### src/rtl/mcy_mutant_sweep_ctrl_if.sv
// Result handshake between the mutant sweep controller and whatever logs results.
// Carries one per-mutant verdict per valid/ready transfer.
interface mcy_mutant_sweep_ctrl_if #(
  parameter int MUTSEL_W = 8,
  parameter int BUDGET_W = 16,
  parameter int NUM_CH   = 8
);
  localparam int CH_IDX_W = (NUM_CH > 1) ? $clog2(NUM_CH) : 1;

  logic                res_valid_o;
  logic                res_ready_i;
  logic [MUTSEL_W-1:0] res_idx_o;
  logic                res_detected_o;
  logic [BUDGET_W-1:0] res_cycle_o;
  logic [CH_IDX_W-1:0] res_ch_o;

  modport master (
    output res_valid_o, res_idx_o, res_detected_o, res_cycle_o, res_ch_o,
    input  res_ready_i
  );

  modport slave (
    input  res_valid_o, res_idx_o, res_detected_o, res_cycle_o, res_ch_o,
    output res_ready_i
  );
endinterface

### src/rtl/mcy_mutant_sweep_ctrl.sv
// Mutation-coverage sweep: steps mutsel over [first,last], holds the DUT pair in
// reset to settle, then diffs golden vs mutant outputs and reports each verdict.
module mcy_ch_cmp #(
  parameter int CH_WIDTH = 32
) (
  input  logic                en_i,
  input  logic [CH_WIDTH-1:0] golden_i,
  input  logic [CH_WIDTH-1:0] mutant_i,
  output logic                hit_o
);
  assign hit_o = en_i && (golden_i != mutant_i);
endmodule

module mcy_mutant_sweep_ctrl #(
  parameter int NUM_CH        = 8,
  parameter int CH_WIDTH      = 32,
  parameter int MUTSEL_W      = 8,
  parameter int BUDGET_W      = 16,
  parameter int SETTLE_CYCLES = 4
) (
  input  logic                       clk,
  input  logic                       rst,
  input  logic                       start_i,
  input  logic [MUTSEL_W-1:0]        first_idx_i,
  input  logic [MUTSEL_W-1:0]        last_idx_i,
  input  logic [BUDGET_W-1:0]        budget_i,
  input  logic [NUM_CH-1:0]          cmp_mask_i,
  input  logic                       sample_valid_i,
  input  logic [NUM_CH*CH_WIDTH-1:0] golden_i,
  input  logic [NUM_CH*CH_WIDTH-1:0] mutant_i,
  output logic [MUTSEL_W-1:0]        mutsel_o,
  output logic                       dut_rst_o,
  output logic [MUTSEL_W:0]          detected_cnt_o,
  output logic                       busy_o,
  output logic                       done_o,
  mcy_mutant_sweep_ctrl_if.master    res
);
  localparam int CH_IDX_W = (NUM_CH > 1) ? $clog2(NUM_CH) : 1;
  localparam int SET_W    = $clog2(SETTLE_CYCLES + 1);

  typedef enum logic [2:0] {S_IDLE, S_SETUP, S_RUN, S_REPORT, S_DONE} state_t;

  state_t              state_q, state_d;
  logic [MUTSEL_W-1:0] mutsel_q, mutsel_d;
  logic [MUTSEL_W-1:0] last_q, last_d;
  logic [BUDGET_W-1:0] budget_m1_q, budget_m1_d;
  logic [NUM_CH-1:0]   mask_q, mask_d;
  logic [SET_W-1:0]    settle_q, settle_d;
  logic [BUDGET_W-1:0] run_q, run_d;
  logic                res_valid_q, res_valid_d;
  logic [MUTSEL_W-1:0] res_idx_q, res_idx_d;
  logic                res_det_q, res_det_d;
  logic [BUDGET_W-1:0] res_cycle_q, res_cycle_d;
  logic [CH_IDX_W-1:0] res_ch_q, res_ch_d;
  logic [MUTSEL_W:0]   det_cnt_q, det_cnt_d;
  logic                busy_q, busy_d;
  logic                done_q, done_d;
  logic                dut_rst_q, dut_rst_d;

  logic [NUM_CH-1:0]   hit;
  logic [CH_IDX_W-1:0] low_ch;

  // sample_valid_i gates every channel so invalid samples can never register a hit
  for (genvar c = 0; c < NUM_CH; c++) begin : g_ch
    mcy_ch_cmp #(.CH_WIDTH(CH_WIDTH)) u_cmp (
      .en_i     (mask_q[c] & sample_valid_i),
      .golden_i (golden_i[c*CH_WIDTH +: CH_WIDTH]),
      .mutant_i (mutant_i[c*CH_WIDTH +: CH_WIDTH]),
      .hit_o    (hit[c])
    );
  end

  always_comb begin
    low_ch = '0;
    for (int c = NUM_CH - 1; c >= 0; c--)
      if (hit[c]) low_ch = CH_IDX_W'(c);
  end

  always_comb begin
    state_d     = state_q;
    mutsel_d    = mutsel_q;
    last_d      = last_q;
    budget_m1_d = budget_m1_q;
    mask_d      = mask_q;
    settle_d    = settle_q;
    run_d       = run_q;
    res_idx_d   = res_idx_q;
    res_det_d   = res_det_q;
    res_cycle_d = res_cycle_q;
    res_ch_d    = res_ch_q;
    det_cnt_d   = det_cnt_q;

    case (state_q)
      S_IDLE, S_DONE: begin
        if (start_i) begin
          last_d      = last_idx_i;
          budget_m1_d = (budget_i == '0) ? '0 : budget_i - 1'b1;
          mask_d      = cmp_mask_i;
          det_cnt_d   = '0;
          if (last_idx_i < first_idx_i) begin
            state_d = S_DONE;
          end else begin
            mutsel_d = first_idx_i;
            settle_d = '0;
            state_d  = S_SETUP;
          end
        end
      end
      S_SETUP: begin
        if (settle_q == SET_W'(SETTLE_CYCLES - 1)) begin
          run_d   = '0;
          state_d = S_RUN;
        end else begin
          settle_d = settle_q + 1'b1;
        end
      end
      S_RUN: begin
        if (|hit) begin
          res_idx_d   = mutsel_q;
          res_det_d   = 1'b1;
          res_cycle_d = run_q;
          res_ch_d    = low_ch;
          state_d     = S_REPORT;
        end else if (run_q == budget_m1_q) begin
          res_idx_d   = mutsel_q;
          res_det_d   = 1'b0;
          res_cycle_d = '0;
          res_ch_d    = '0;
          state_d     = S_REPORT;
        end else begin
          run_d = run_q + 1'b1;
        end
      end
      S_REPORT: begin
        if (res.res_ready_i) begin
          if (res_det_q) det_cnt_d = det_cnt_q + 1'b1;
          // equality exit means last=max index never wraps mutsel back to 0
          if (mutsel_q == last_q) begin
            state_d = S_DONE;
          end else begin
            mutsel_d = mutsel_q + 1'b1;
            settle_d = '0;
            state_d  = S_SETUP;
          end
        end
      end
      default: state_d = S_IDLE;
    endcase

    // status flops track the next state so they line up with state_q
    res_valid_d = (state_d == S_REPORT);
    busy_d      = (state_d == S_SETUP) || (state_d == S_RUN) || (state_d == S_REPORT);
    done_d      = (state_d == S_DONE);
    dut_rst_d   = (state_d != S_RUN);
  end

  always_ff @(posedge clk) begin
    if (rst) begin
      state_q     <= S_IDLE;
      mutsel_q    <= '0;
      last_q      <= '0;
      budget_m1_q <= '0;
      mask_q      <= '0;
      settle_q    <= '0;
      run_q       <= '0;
      res_valid_q <= 1'b0;
      res_idx_q   <= '0;
      res_det_q   <= 1'b0;
      res_cycle_q <= '0;
      res_ch_q    <= '0;
      det_cnt_q   <= '0;
      busy_q      <= 1'b0;
      done_q      <= 1'b0;
      dut_rst_q   <= 1'b1;
    end else begin
      state_q     <= state_d;
      mutsel_q    <= mutsel_d;
      last_q      <= last_d;
      budget_m1_q <= budget_m1_d;
      mask_q      <= mask_d;
      settle_q    <= settle_d;
      run_q       <= run_d;
      res_valid_q <= res_valid_d;
      res_idx_q   <= res_idx_d;
      res_det_q   <= res_det_d;
      res_cycle_q <= res_cycle_d;
      res_ch_q    <= res_ch_d;
      det_cnt_q   <= det_cnt_d;
      busy_q      <= busy_d;
      done_q      <= done_d;
      dut_rst_q   <= dut_rst_d;
    end
  end

  assign mutsel_o           = mutsel_q;
  assign dut_rst_o          = dut_rst_q;
  assign detected_cnt_o     = det_cnt_q;
  assign busy_o             = busy_q;
  assign done_o             = done_q;
  assign res.res_valid_o    = res_valid_q;
  assign res.res_idx_o      = res_idx_q;
  assign res.res_detected_o = res_det_q;
  assign res.res_cycle_o    = res_cycle_q;
  assign res.res_ch_o       = res_ch_q;
endmodule

### src/flat_wrapper.sv
// flat-port wrapper written by rule: the top's interface ports become plain ports
module mcy_mutant_sweep_ctrl_flat 
#(
  parameter int NUM_CH        = 8,
  parameter int CH_WIDTH      = 32,
  parameter int MUTSEL_W      = 8,
  parameter int BUDGET_W      = 16,
  parameter int SETTLE_CYCLES = 4
)
  (clk, rst, start_i, first_idx_i, last_idx_i, budget_i, cmp_mask_i, sample_valid_i, golden_i, mutant_i, mutsel_o, dut_rst_o, detected_cnt_o, busy_o, done_o, res_res_valid_o, res_res_idx_o, res_res_detected_o, res_res_cycle_o, res_res_ch_o, res_res_ready_i);
  mcy_mutant_sweep_ctrl_if #(.MUTSEL_W(MUTSEL_W), .BUDGET_W(BUDGET_W), .NUM_CH(NUM_CH)) res_i ();
  input  logic clk;
  input  logic rst;
  input  logic start_i;
  input  logic [MUTSEL_W-1:0] first_idx_i;
  input  logic [MUTSEL_W-1:0] last_idx_i;
  input  logic [BUDGET_W-1:0] budget_i;
  input  logic [NUM_CH-1:0] cmp_mask_i;
  input  logic sample_valid_i;
  input  logic [NUM_CH*CH_WIDTH-1:0] golden_i;
  input  logic [NUM_CH*CH_WIDTH-1:0] mutant_i;
  output logic [MUTSEL_W-1:0] mutsel_o;
  output logic dut_rst_o;
  output logic [MUTSEL_W:0] detected_cnt_o;
  output logic busy_o;
  output logic done_o;
  output wire logic [$bits(res_i.res_valid_o)-1:0] res_res_valid_o;
  output wire logic [$bits(res_i.res_idx_o)-1:0] res_res_idx_o;
  output wire logic [$bits(res_i.res_detected_o)-1:0] res_res_detected_o;
  output wire logic [$bits(res_i.res_cycle_o)-1:0] res_res_cycle_o;
  output wire logic [$bits(res_i.res_ch_o)-1:0] res_res_ch_o;
  input wire logic [$bits(res_i.res_ready_i)-1:0] res_res_ready_i;
  assign res_res_valid_o = res_i.res_valid_o;
  assign res_res_idx_o = res_i.res_idx_o;
  assign res_res_detected_o = res_i.res_detected_o;
  assign res_res_cycle_o = res_i.res_cycle_o;
  assign res_res_ch_o = res_i.res_ch_o;
  assign res_i.res_ready_i = res_res_ready_i;
  mcy_mutant_sweep_ctrl #(.NUM_CH(NUM_CH), .CH_WIDTH(CH_WIDTH), .MUTSEL_W(MUTSEL_W), .BUDGET_W(BUDGET_W), .SETTLE_CYCLES(SETTLE_CYCLES)) u_core (.clk(clk), .rst(rst), .start_i(start_i), .first_idx_i(first_idx_i), .last_idx_i(last_idx_i), .budget_i(budget_i), .cmp_mask_i(cmp_mask_i), .sample_valid_i(sample_valid_i), .golden_i(golden_i), .mutant_i(mutant_i), .mutsel_o(mutsel_o), .dut_rst_o(dut_rst_o), .detected_cnt_o(detected_cnt_o), .busy_o(busy_o), .done_o(done_o), .res(res_i));
endmodule
### config.mk
export PLATFORM = sky130hd
export DESIGN_NAME = mcy_mutant_sweep_ctrl_flat
export DESIGN_NICKNAME = d
export VERILOG_FILES = /design/src/rtl/mcy_mutant_sweep_ctrl_if.sv /design/src/rtl/mcy_mutant_sweep_ctrl.sv /design/src/flat_wrapper.sv
export SDC_FILE = /design/constraint.sdc
export NUM_CORES = 1
export LEC_CHECK = 0
export ABC_AREA = 1
export CAP_MARGIN = 20
export CORE_AREA = 3 3 234 236
export DETAILED_ROUTE_END_ITERATION = 6
export DIE_AREA = 0 0 237 239
export PLACE_DENSITY = 0.56
export SYNTH_ARGS = -nofsm -noshare
export SYNTH_HDL_FRONTEND = slang
export SYNTH_HIERARCHICAL = 1
export SYNTH_SLANG_ARGS = --single-unit
### constraint.sdc
create_clock -name clk -period 2.4 [get_ports clk]
set_input_delay 0.48 -clock clk [delete_from_list [all_inputs] [get_ports clk]]
set_output_delay 0.48 -clock clk [all_outputs]
set_load 0.01 [all_outputs]
==> results of run 1 <==
## cell usage in the layout (no fill, tap or decap), drive strengths merged, types with 3 or more instances in the layout
| master | netlist | routed |
|---|---|---|
| nor3 | 12 | 12 |
| buf | 26 | 65 |
| a21oi | 73 | 73 |
| ha | 13 | 13 |
| o21a | 3 | 3 |
| clkdlybuf4s50 | 0 | 92 |
| nand3 | 36 | 37 |
| clkbuf | 15 | 47 |
| diode | 0 | 20 |
| nand2 | 883 | 883 |
| or2 | 5 | 5 |
| nand4 | 30 | 30 |
| dlymetal6s2s | 0 | 245 |
| xnor2 | 13 | 13 |
| xor2 | 40 | 40 |
| dfxtp | 103 | 103 |
| clkinv | 0 | 3 |
| inv | 484 | 484 |
| dlygate4sd2 | 0 | 187 |
| o21ai | 32 | 32 |
| nor2 | 492 | 492 |
| clkdlybuf4s15 | 0 | 44 |
## timing repair
item | in CTS | in global routing
endpoints found under the setup margin | 48 | 47
setup buffers | 10 | 1
hold buffers | 0 | 0
gates cloned | 1 | 0
gates resized for setup | 325 | 433
pin swaps | 148 | 238
## logic make-up (layout without fill, tap and decap cells)
logic type / count (synthesis) / count (layout)
flops: 103 / 103
simple gates: 1460 / 1461
other cells: 0 / 20
fa+ha+maj: 13 / 13
xor+xnor: 53 / 53
buf+inv: 525 / 1169
compound gates: 114 / 114
## worst max-delay path, stage by stage
cell	delay, ns
dlygate4sd2_1	0.21
inv_1	0.04
nand2_1	0.05
nand2_1	0.05
nor2_1	0.11
nand2_1	0.10
nor2_4	0.15
nand2_1	0.06
nor2_1	0.11
buf_4	0.15
nor2_4	0.05
nor2_4	0.11
nand3_2	0.08
o21ai_2	0.17
inv_2	0.08
nor2_4	0.14
buf_6	0.15
buf_8	0.13
nand2_4	0.05
a21oi_2	0.12
## per-stage QoR
step                      cell area (µm²)  cells
after global routing                19200   3615
after global placement              18200   3574
after floorplan                     11000   2268
final                               19200   3621
after CTS                           18400   3601
after detailed placement            18200   3574
## power breakdown
| group | total [µW] | internal, µW | switching, µW | leakage [µW] |
|---|---|---|---|---|
| Sequential | 1880 | 1790 | 93.1 | 0.000839 |
| Combinational | 2150 | 1110 | 1030 | 0.0113 |
| Clock | 1570 | 865 | 702 | 0.000152 |
| Total | 5590 | 3770 | 1830 | 0.0123 |
## flip-flops by register name (all words and copies together) (netlist names), 8 cells and up
| name | count |
|---|---|
| u_core/mask_q | 8 |
| u_core/res.res_idx_o | 8 |
| u_core/detected_cnt_o | 9 |
| u_core/last_q | 8 |
| u_core/mutsel_o | 8 |
| u_core/budget_m1_q | 16 |
| u_core/run_q | 16 |
| u_core/res.res_cycle_o | 16 |
## final cells by class
cell class | instances | area (µm²) | share of cell area
clock buffer | 11 | 253 | 0.0132
tap | 688 | 861 | 0.0448
clock inverter | 5 | 56.3 | 0.00293
inverter | 484 | 1820 | 0.0946
timing repair buffer | 669 | 6810 | 0.354
multi-input combinational | 1641 | 7310 | 0.380
antenna | 20 | 50.0 | 0.00261
sequential | 103 | 2060 | 0.107
## layer usage
layer	vias to the layer above	global-route usage	share of wire
met3	65	0.0638	0.094
met1	6276	0.191	0.40
met2	458	0.317	0.49
met4	24	0.0370	0.015
met5	-	0	0.0032
li1	7865	-	-
## worst paths after layout
check,cells after the start,end,slack [ns]
max,20,u_core/res.res_idx_o[4],0.10
min,2,u_core/res.res_cycle_o[3],0.46
max reg2reg,8,u_core/run_q[8],0.36
min reg2reg,2,u_core/res.res_cycle_o[3],0.46
==> results.ini, run 1 <==
[floorplanning]
start_util=0.210
io-pin-count=606
die_x_um=237
dieArea_mm2=0.0566
die_y_um=239
rows=84
design.core.area_mm2=0.0527

[clocking]
clkLatencyLatePin_ns=0.36
cts_made_buffers=9
clock_sinks=103
htreeDepth=3
cts_buffer_depth=2
path_clk_slew_ns=0.07
cts_root_buf=clkbuf_16
cts_tree=yes

[detailed_routing]
avgViaCountPerCell=4.06
wl_per_cell_um=14.5
vias=14688
drtAntennaViolNets=0
drc=0
first_iter_violations=822
drt-total-wl_um=52400
first_pass_iters=6

[timing]
finalCritPeriodShare=0.957
slew_violations=0
worst_pin_slew_ns=0.597
final_hold_viol_count=0
hold_ws_ns=0.461
setup_tns_ns=0
setup_ws_ns=0.103
layout_min_cycle_time_ns=2.30
clock_skew_ns=0.00754
max_slew_margin=0.602
setup_viol=0
fmax_mhz=435

[yosys]
ys_top_cells_by_area=nand2_1, dfxtp_1, nor2_1
syn_area_per_cell_um2=4.87
async_reset_ff_frac=0
ys.flop_type=dfxtp_1
synth_top_cell_by_area=nand2_1
yosysWarnings=6
synthesis.area_mm2=0.0110
post-synth-top-count-cell=nand2_1
syn_inst=2268
synth_top_family_by_area=simple AND/OR/NAND/NOR gates
synth-edff-count=0
yosysUniqueCellTypes=38
ys_ff_latch=103
synth_compound_area_frac=0.0548
synth_top_cells_by_count=nand2_1, nor2_1, inv_1, dfxtp_1, a21oi_1
synth_xor_area_frac=0.0421
synth_fp_nets=2838
synth-simple-area-share=0.517
seq_area_frac_synth=0.187
synth_mux_area_frac=0
yosysTopAreaCellShare=0.300
synth-adder-area-share=0.0147

[worst_setup_path]
worstPathRequired_ns=2.70
worstSetupEndpointType=flip-flop
worstSetupStartpointType=primary input
cp_max_fo=5
timing.rr.start=u_core/run_q[1]
crit_type=in -> reg
startpoint=mutant_i[79]
crit_arrival_ns=2.60

[place]
io_buffers=605
place_hpwl_um=44700
place_congestion=0.963
dp_worst_setup_slack_ns=-0.835

[cells_and_area]
fill_cells=5917
nNetsFinal=3478
area_growth_pct=74.1
drive_above_1_share=0.0831
fin_util=0.365

[job]
cap_violations=0

[global_route]
grt_start_max_net_pins=64
grt_use_total=0.173
overflow=0
grt_pass1_vias=13453
antenna_found_initial=34
grt_pass1_wl_um=75600

[pwr]
ir_drop_mv=0.255
p_leak_uw=0.0123
finalPower_uw=5590
p_per_area_mw_per_mm2=291

[worst_hold_path]
hold_path.startpoint=u_core/res.res_cycle_o[3]
hold_path.class=reg -> reg

[status]
status=finished, final reports clean

Note: power is estimated with default switching activity, not from simulation.
==> inputs of run 2 (changes only) <==
--- a/config.mk
+++ b/config.mk
@@ -11,6 +11,7 @@
 export DETAILED_ROUTE_END_ITERATION = 6
 export DIE_AREA = 0 0 237 239
 export PLACE_DENSITY = 0.56
+export SETUP_SLACK_MARGIN = 0.4
 export SYNTH_ARGS = -nofsm -noshare
 export SYNTH_HDL_FRONTEND = slang
 export SYNTH_HIERARCHICAL = 1
==> results.ini, run 2 (synthesized netlist as in run 1, its figures left out) <==
[place]
io_buffers=605
placed_cell_area_mm2=0.0182
dp_worst_setup_slack_ns=-0.814
place_congestion=0.880
place_hpwl_um=43700

[worst_setup_path]
crit_type=in -> reg
critPathMaxStageDelay_ns=0.18
cp_max_fo=2
worstPathRequired_ns=2.62
timing.rr.start=u_core/state_q[2]
cp.buffers_inverters=11
cp.depth=21
r2r_end=u_core/res.res_idx_o[0]
crit_arrival_ns=2.41
rrSetupSlack_ns=0.39
critPathSlowestCell=clkdlybuf4s15_1
cp_cell_sequence=clkdlybuf4s15_1 > nand2_1 > inv_1 > nor2_1 > nor2_1 > nand2_1 > nor2_1 > nand2_1 > nor2_2 > buf_6 > nor2_4 > inv_2 > buf_4 > buf_4 > buf_4 > buf_4 > buf_4 > buf_4 > buf_4 > nand4_1 > a21oi_2
crit_top_cell=buf_4
worstSetupEndpointType=flip-flop
reg2reg_depth=9
worstSetupStartpointType=primary input
path_delay_family=buffers and inverters

[timing]
hold_ws_ns=0.440
setup_viol=0
setup_ws_ns=0.210
max_slew_margin=0.581
clock_skew_ns=0.00835
setup_tns_ns=0
layout_min_cycle_time_ns=2.19
final_hold_viol_count=0
rsz0062_at_grt=yes
finalCritPeriodShare=0.913
slew_violations=0
worst_pin_slew_ns=0.628
fmax_mhz=457

[clocking]
htreeDepth=3
cts_made_buffers=9
cts_tree=yes
clkLatencyLatePin_ns=0.35
cts_buffer_depth=2
clock_sinks=103
path_clk_slew_ns=0.06
hold_buffers=0
cts_root_buf=clkbuf_16

[detailed_routing]
drt-total-wl_um=50100
first_iter_violations=587
first_pass_iters=5
avgViaCountPerCell=3.99
vias=14431
wl_per_cell_um=13.9
drtAntennaViolNets=0
drc=0

[cells_and_area]
final_area_mm2=0.0179
final_cell_mix=nand2_1, inv_1, nor2_1
area_growth_pct=62.1
drive_above_1_share=0.162
layout_commonest_cell=nand2_1
fin_util=0.340
fill_cells=5999
nNetsFinal=3485

[global_route]
grt_pass1_wl_um=74100
overflow=0
grt_start_max_net_pins=56
grt_use_total=0.168
grt_pass1_vias=13411
antenna_found_initial=13

[pwr]
switching_share=0.331
internal_power_uw=3550
p_switching_uw=1760
clockPowerShare=0.253
p_leak_uw=0.0101
ir_drop_mv=0.335
power_frac_comb=0.394
p_per_area_mw_per_mm2=296
pwr-share-seq=0.353

[floorplanning]
dieArea_mm2=0.0566
start_util=0.210
rows=84
die_x_um=237
io-pin-count=606
die_y_um=239
design.core.area_mm2=0.0527

[job]
cap_violations=0

[worst_hold_path]
min_path_cells=2
hold_path.startpoint=rst
hold_path.class=in -> reg
min_to=u_core/res.res_ch_o[0]

[status]
status=finished, final reports clean

==> run 2: changes by cell type in the layout (fill, tap and decap cells not counted), sizes merged <==
| cell | change |
|---|---|
| dlymetal6s2s | -244 |
| clkbuf | +126 |
| buf | +70 |
| clkdlybuf4s15 | +67 |
| diode | -11 |
| dlygate4sd2 | -11 |
| bufinv | -1 |
| clkdlybuf4s50 | -1 |
| clkinv | -1 |
| inv | -1 |
==> run 2: power by group through the flow <==
stage | clock [µW] | combinational [µW] | sequential, µW
after floorplan | 0 | 940 | 1890
after global placement | 0 | 2270 | 1910
after detailed placement | 0 | 2290 | 1910
after CTS | 1390 | 2070 | 1880
after global routing | 1460 | 2360 | 1890
final | 1340 | 2090 | 1870
==> run 2: how the worst max path moves through the flow <==
stage                       start                       to  slack (ns)
CTS                 mutant_i[126]        u_core/state_q[0]        0.13
finish                mutant_i[5]   u_core/res.res_ch_o[1]        0.21
global placement    golden_i[240]  u_core/res.res_idx_o[2]       -0.78
global route         golden_i[93]   u_core/res.res_ch_o[1]        0.11
detailed placement  golden_i[240]  u_core/res.res_idx_o[0]       -0.81
floorplan            mutant_i[84]   u_core/res.res_ch_o[2]        0.35
==> run 2: final cells by class <==
class | instances | area, µm² | share of cell area
Antenna cell | 9 | 22.5 | 0.00126
Clock buffer | 11 | 243 | 0.0136
Clock inverter | 2 | 10.0 | 0.000560
Inverter | 484 | 1830 | 0.102
Multi-Input combinational cell | 1641 | 7410 | 0.414
Sequential cell | 103 | 2060 | 0.115
Tap cell | 688 | 861 | 0.0481
Timing Repair Buffer | 676 | 5450 | 0.305
==> run 2: worst reg2reg max path, delay by kind of cell, from the launching register on <==
kind	cells	cell delay, ns
buf+inv	1	0.15
flops	1	0.33
compound gates	1	0.15
simple gates	7	1.32
==> run 2: layer usage <==
layer  global-route usage  up-vias  part of all wire
li1                     -     7862                 -
met2                0.307      469              0.49
met1                0.196     6054              0.41
met3               0.0491       38             0.085
met4               0.0271        8            0.0099
met5                    0        -           0.00096
==> run 2: through the flow <==
step	cells	total power, µW
after floorplan	2268	2830
final	3614	5300
after global placement	3571	4180
after CTS	3599	5340
after detailed placement	3571	4200
after global routing	3612	5710
==> run 2: what timing repair did <==
item	CTS	global route
setup buffers	14	6
gates resized for setup	816	486
setup endpoints to repair	73	88
gates cloned	1	0
pin swaps	316	343
==> inputs of run 3 (changes only) <==
--- a/config.mk
+++ b/config.mk
@@ -8,10 +8,12 @@
 export ABC_AREA = 1
 export CAP_MARGIN = 20
 export CORE_AREA = 3 3 234 236
+export CTS_CLUSTER_SIZE = 20
 export DETAILED_ROUTE_END_ITERATION = 6
 export DIE_AREA = 0 0 237 239
 export PLACE_DENSITY = 0.56
 export SETUP_SLACK_MARGIN = 0.4
+export SLEW_MARGIN = 10
 export SYNTH_ARGS = -nofsm -noshare
 export SYNTH_HDL_FRONTEND = slang
 export SYNTH_HIERARCHICAL = 1
==> results of run 3 <==
No change in the layout: final DEF, timing and power equal those of run 2.
